$ cat src/rtl/fifo_pkg.sv
// Shared types and helpers for the register-file FIFO family.
package fifo_pkg;

    // Storage depth for a given pointer width.
    function automatic int fifo_depth(input int addr_width);
        return 1 << addr_width;
    endfunction

    // Status bundle as presented to the configuration-register bank.
    typedef struct packed {
        logic overflow;
        logic underflow;
        logic almost_full;
        logic almost_empty;
        logic full;
        logic empty;
    } fifo_status_t;

endpackage

$ cat src/rtl/reg_sp_rf.sv
// Register file: one synchronous write port and one asynchronous read port.
// Contents are deliberately not reset.
module reg_sp_rf #(
    parameter int DATA_W_P = 64,
    parameter int ADDR_W_P = 5,
    parameter int DEPTH_P  = 32
) (
    input  logic                clk,
    input  logic                we_i,
    input  logic [ADDR_W_P-1:0] waddr_i,
    input  logic [DATA_W_P-1:0] wdata_i,
    input  logic [ADDR_W_P-1:0] raddr_i,
    output logic [DATA_W_P-1:0] rdata_o
);

    logic [DATA_W_P-1:0] mem_q [DEPTH_P];

    // Write port.
    always_ff @(posedge clk) begin
        if (we_i) mem_q[waddr_i] <= wdata_i;
    end

    assign rdata_o = mem_q[raddr_i];

endmodule

$ cat src/rtl/fifo_register_flags.sv
// Synchronous FWFT FIFO with programmable thresholds, sticky error status,
// high-water mark and flush.
module fifo_register_flags
    import fifo_pkg::*;
#(
    parameter int DATA_WIDTH_P = 64,
    parameter int ADDR_WIDTH_P = 5
) (
    input  logic                    clk,
    input  logic                    rst_n,
    input  logic                    ing_enable,
    input  logic [DATA_WIDTH_P-1:0] ing_data,
    output logic                    ing_full,
    output logic                    ing_almost_full,
    input  logic                    egr_enable,
    output logic [DATA_WIDTH_P-1:0] egr_data,
    output logic                    egr_empty,
    output logic                    egr_almost_empty,
    input  logic                    cmd_flush,
    input  logic                    cmd_clear_status,
    input  logic [ADDR_WIDTH_P:0]   cr_almost_full_lvl,
    input  logic [ADDR_WIDTH_P:0]   cr_almost_empty_lvl,
    output logic [ADDR_WIDTH_P:0]   sr_fill_level,
    output logic [ADDR_WIDTH_P:0]   sr_max_fill,
    output logic                    sr_overflow,
    output logic                    sr_underflow
);

    localparam int DEPTH = fifo_depth(ADDR_WIDTH_P);
    localparam int FW    = ADDR_WIDTH_P + 1;

    logic [ADDR_WIDTH_P-1:0] wr_ptr_q, wr_ptr_d, rd_ptr_q, rd_ptr_d;
    logic [FW-1:0]           fill_q, fill_d, max_q, max_d;
    logic                    empty_q, empty_d, ovf_q, ovf_d, unf_q, unf_d;
    logic                    full, write_en, read_en, mem_we;
    fifo_status_t            status;

    // Full is the MSB of occupancy; it can only be set when depth words are held.
    assign full     = fill_q[ADDR_WIDTH_P];
    assign write_en = ing_enable & ~full;
    assign read_en  = egr_enable & ~empty_q;
    // A flushed write is lost; nothing lands in storage during reset either.
    assign mem_we   = write_en & ~cmd_flush & rst_n;

    reg_sp_rf #(
        .DATA_W_P (DATA_WIDTH_P),
        .ADDR_W_P (ADDR_WIDTH_P),
        .DEPTH_P  (DEPTH)
    ) u_rf (
        .clk     (clk),
        .we_i    (mem_we),
        .waddr_i (wr_ptr_q),
        .wdata_i (ing_data),
        .raddr_i (rd_ptr_q),
        .rdata_o (egr_data)
    );

    // Next state for pointers, occupancy, sticky status and watermark.
    always_comb begin
        wr_ptr_d = wr_ptr_q;
        rd_ptr_d = rd_ptr_q;
        fill_d   = fill_q;
        empty_d  = empty_q;
        max_d    = max_q;
        if (cmd_flush) begin
            wr_ptr_d = '0;
            rd_ptr_d = '0;
            fill_d   = '0;
            empty_d  = 1'b1;
        end else begin
            if (write_en) wr_ptr_d = wr_ptr_q + ADDR_WIDTH_P'(1);
            if (read_en)  rd_ptr_d = rd_ptr_q + ADDR_WIDTH_P'(1);
            fill_d = fill_q + FW'(write_en) - FW'(read_en);
            if (write_en && !read_en)
                empty_d = 1'b0;
            else if (read_en && !write_en && fill_q == FW'(1))
                empty_d = 1'b1;
        end
        // Set events are OR'd in after the clear so they win.
        ovf_d = (cmd_clear_status ? 1'b0 : ovf_q) | (ing_enable & full);
        unf_d = (cmd_clear_status ? 1'b0 : unf_q) | (egr_enable & empty_q);
        if (cmd_clear_status)
            max_d = fill_d;
        else if (fill_d > max_q)
            max_d = fill_d;
    end

    // State register with synchronous active-low reset.
    always_ff @(posedge clk) begin
        if (!rst_n) begin
            wr_ptr_q <= '0;
            rd_ptr_q <= '0;
            fill_q   <= '0;
            max_q    <= '0;
            empty_q  <= 1'b1;
            ovf_q    <= 1'b0;
            unf_q    <= 1'b0;
        end else begin
            wr_ptr_q <= wr_ptr_d;
            rd_ptr_q <= rd_ptr_d;
            fill_q   <= fill_d;
            max_q    <= max_d;
            empty_q  <= empty_d;
            ovf_q    <= ovf_d;
            unf_q    <= unf_d;
        end
    end

    // Threshold flags compare the registered fill directly, no added latency.
    always_comb begin
        status.overflow     = ovf_q;
        status.underflow    = unf_q;
        status.almost_full  = (fill_q >= cr_almost_full_lvl);
        status.almost_empty = (fill_q <= cr_almost_empty_lvl);
        status.full         = full;
        status.empty        = empty_q;
    end

    assign ing_full         = status.full;
    assign ing_almost_full  = status.almost_full;
    assign egr_empty        = status.empty;
    assign egr_almost_empty = status.almost_empty;
    assign sr_overflow      = status.overflow;
    assign sr_underflow     = status.underflow;
    assign sr_fill_level    = fill_q;
    assign sr_max_fill      = max_q;

endmodule

$ cat config.mk
export PLATFORM = sky130hd
export DESIGN_NAME = fifo_register_flags
export DESIGN_NICKNAME = d
export VERILOG_FILES = /design/src/rtl/fifo_pkg.sv /design/src/rtl/reg_sp_rf.sv /design/src/rtl/fifo_register_flags.sv
export SDC_FILE = /design/constraint.sdc
export NUM_CORES = 2
export LEC_CHECK = 0
export ABC_AREA = 0
export BUFFER_PORTS_ARGS = -buffer_cell sky130_fd_sc_hd__buf_4
export CAP_MARGIN = 20
export CORE_UTILIZATION = 56
export DETAILED_ROUTE_END_ITERATION = 10
export PLACE_DENSITY = 0.75
export SLEW_MARGIN = 20
export SYNTH_ARGS = -nofsm -noshare
export SYNTH_HDL_FRONTEND = slang
export SYNTH_SLANG_ARGS = --single-unit
export TNS_END_PERCENT = 10
$ cat constraint.sdc
create_clock -name clk -period 4.8 [get_ports clk]
set_clock_uncertainty 0.15 [all_clocks]
set_input_delay 0.24 -clock clk [delete_from_list [all_inputs] [get_ports clk]]
set_output_delay 0.24 -clock clk [all_outputs]
set_load 0.1 [all_outputs]
==> run metrics <==
crit path DAT=between 4000 and 5000 ps; Clock Latency Late Sink=830 ps; max cap viols=0; number of setup buffers added after CTS=0; Worst-path clk slew=approximately 60 ps; fmax=between 0.2 and 0.25 GHz; Worst Slack Setup Final=294 ps; global-route wire length before repair=between 200,000 and 300,000 µm; post-synthesis sequential area ratio=78.1%; Post-Syn Instances=roughly 3,800; critical path type=reg2out; met1 GRT Util=roughly 37%; VDD IR max=between 200 and 300 µV; syn avg cell area=20.8 µm²; met3 GRT Util=roughly 5.1%; post-CTS sizing=0; max incr delay on CP=870 ps; Final Critical Period=between 4000 and 5000 ps; via/cell ratio=between 6 and 7; Synth Cell Area=just under 80,000 µm²; status=finished, final reports clean; Yosys top cell by area=edfxtp_1; number of global-route vias before repair=roughly 40,000; DRC=0; final setup vio count=0; Core Area=140,000 µm²; clk sinks=between 2,000 and 2,500; share of cells above drive strength 1=between 20 and 25%; CP endpoint kind=primary output; Final GP Congestion=roughly 0.77; commonest cells after routing, fill and taps aside=2,048 x edfxtp_1, 446 x mux2i_1, 345 x a22oi_1; period utilization=between 90% and 100%; HPWL Detailed=98,400 µm; endpoints failing hold=0; largest net degree at the start of global routing=117; CP top delay family=simple AND/OR/NAND/NOR gates; Net Count, Synth=between 3,000 and 4,000; Clock power frac=between 40% and 50%; register share of total power=about 56%; share of synthesized flip-flops with an asynchronous set or reset=0%; #FFs+latches synth=2,078; total detailed-routing wirelength=191,000 µm; Top FF cell, synth=edfxtp_1; Final nets=4,275; CP cell instances=buf_4 > nor2b_4 > buf_12 > a22oi_1 > nand3_1 > nand4_1 > buf_4; GRT Total Usage=roughly a quarter; DIE AREA=approximately 140,000 µm²; number of port buffers=around 160; Core Rows=approximately 140; min-delay worst type=in2reg; Synth top area share=a little under 80%; EDFF count, synth=around 2,000; 1st-pass router iterations=5; Tot Pwr=roughly 0.036 W; Slowest cell on crit path=dfxtp_1; Data required, critical path=between 4000 and 5000 ps; grt ovf=0; width of the die=between 300 and 400 µm; initial antenna violation count=9; starting density of the core=56.7%; LEAKAGE=~28 nW; Sw Pwr=around 0.0075 W; Worst Tran Pin Value=roughly 1100 ps; Layout area overhead=14.0%; Synth warnings=0; global route hottest layer=met2; total CTS buffers=a little under 200; RSZ-0062 raised after global routing=no; post-route setup TNS=0 ps; chip height=~380 µm; num ports=around 160; met2 Use GR=approximately 43%; combinational share of power=3.2%; pre-CTS setup slack=roughly 930 ps; startpoint types=flop; CTS tree=built; power density cells=roughly 400 nW/µm²; worst hold-check slack=156 ps; Final ANT Viol Nets=0; switching part of the total=a little over a fifth; drt initial violations=roughly 5,000; max-slew violations=0; DR vias=40,694; Slew headroom=26.0%; CP Max Fanout=slightly above 60; # H-tree levels=4; CP bufs+invs=3; number of fill cells=about 9,100; worst hold stages=3; R2R cell count=17; Int Pwr=between 0.02 and 0.03 W; dominant cells by area after synthesis=edfxtp_1 77%, mux4_2 7.9%, mux2i_1 5.6%; drt wl/cell=~30 µm; buffer depth of the longest clock path=3; Most common cell on crit path=buf_4; synth unique cells=47; commonest non-fill, non-tap cell in the layout=edfxtp_1; Levels on crit path=7; Root Driver=clkbuf_16
[through the flow]
step / std cells / instance area, µm² / utilization [%]
2_1_floorplan: 3822 / 79600 / -
3_3_place_gp: 5764 / 83800 / 59.8
3_5_place_dp: 5764 / 83800 / 59.8
4_1_cts: 6204 / 90700 / 64.7
5_1_grt: 6204 / 90700 / 64.7
6_report: 6205 / 90700 / 64.7
[cell type report]
type	instances	area, µm²	share of cell area, %
tap	1876	2350	2.59
clock inverter	133	1000	1.10
sequential	2078	62100	68.5
timing repair buffer	359	3480	3.84
inverter	35	131	0.145
multi-input combinational	1490	16500	18.2
clock buffer	233	5150	5.68
antenna	1	2.50	0.00276
[logic make-up (layout without fill, tap and decap cells)]
family                     Yosys count  after routing  share of synthesized area (%)
xor gates and xnor gates             9              9                         0.0991
muxes                              738            738                           13.9
buffers and inverters              254            760                           1.63
DFF                               2078           2078                           78.1
adders and majority gates           33             33                          0.528
AOI/OAI and AO/OA                  398            398                           3.76
and+or+nand+nor                    312            312                           2.01
other                                0              1                              0
[path summary, 6_finish.rpt]
check | startpoint | end | slack (ps)
setup reg to reg | sr_fill_level[5] | sr_max_fill[5] | 920
hold / removal | rst_n | sr_fill_level[5] | 160
setup / recovery | flop | egr_data[2] | 290
hold reg to reg | sr_max_fill[1] | sr_max_fill[1] | 360
[layer usage]
metal / vias to the layer above / wire [µm] / share of wire (%)
met2: 2348 / 92800 / 49
met1: 21345 / 74100 / 39
met5: - / 80 / 0.042
met4: 12 / 4960 / 2.6
met3: 325 / 19100 / 10
li1: 16664 / - / -
[synth_stat cells (19+ instances only)]
cell type / number
buf_2: 106
edfxtp_1: 2048
nand4_1: 49
inv_1: 35
a22oi_1: 345
ha_1: 32
nand2_1: 19
nand3_1: 141
nor2_1: 58
clkbuf_1: 66
mux2i_1: 446
a221o_1: 19
mux4_2: 280
dfxtp_1: 30
[power by group through the flow]
stage	registers, W	clock network, W	logic [W]
after floorplan	0.0205	0	0.000530
after global placement	0.0204	0	0.00106
after detailed placement	0.0204	0	0.00109
after CTS	0.0200	0.0150	0.00115
after global routing	0.0200	0.0156	0.00122
final	0.0200	0.0148	0.00115
[state kept, by name (all words and copies together) (netlist names), named ones only]
| signal | count |
|---|---|
| rd_ptr_q | 5 |
| sr_max_fill | 6 |
| sr_underflow | 1 |
| sr_fill_level | 6 |
| sr_overflow | 1 |
| egr_empty | 1 |
| wr_ptr_q | 5 |
| u_rf.mem_q | 2048 |
[repair_timing]
item	CTS	global route
hold endpoints to repair	2073	0
hold buffers	74	0
setup endpoints to repair	0	0
[worst min-delay path: stages]
cell           delay (ps)
dlygate4sd3_1         520
buf_4                 180
and2_1                130
(Power assumes the default switching activity.)
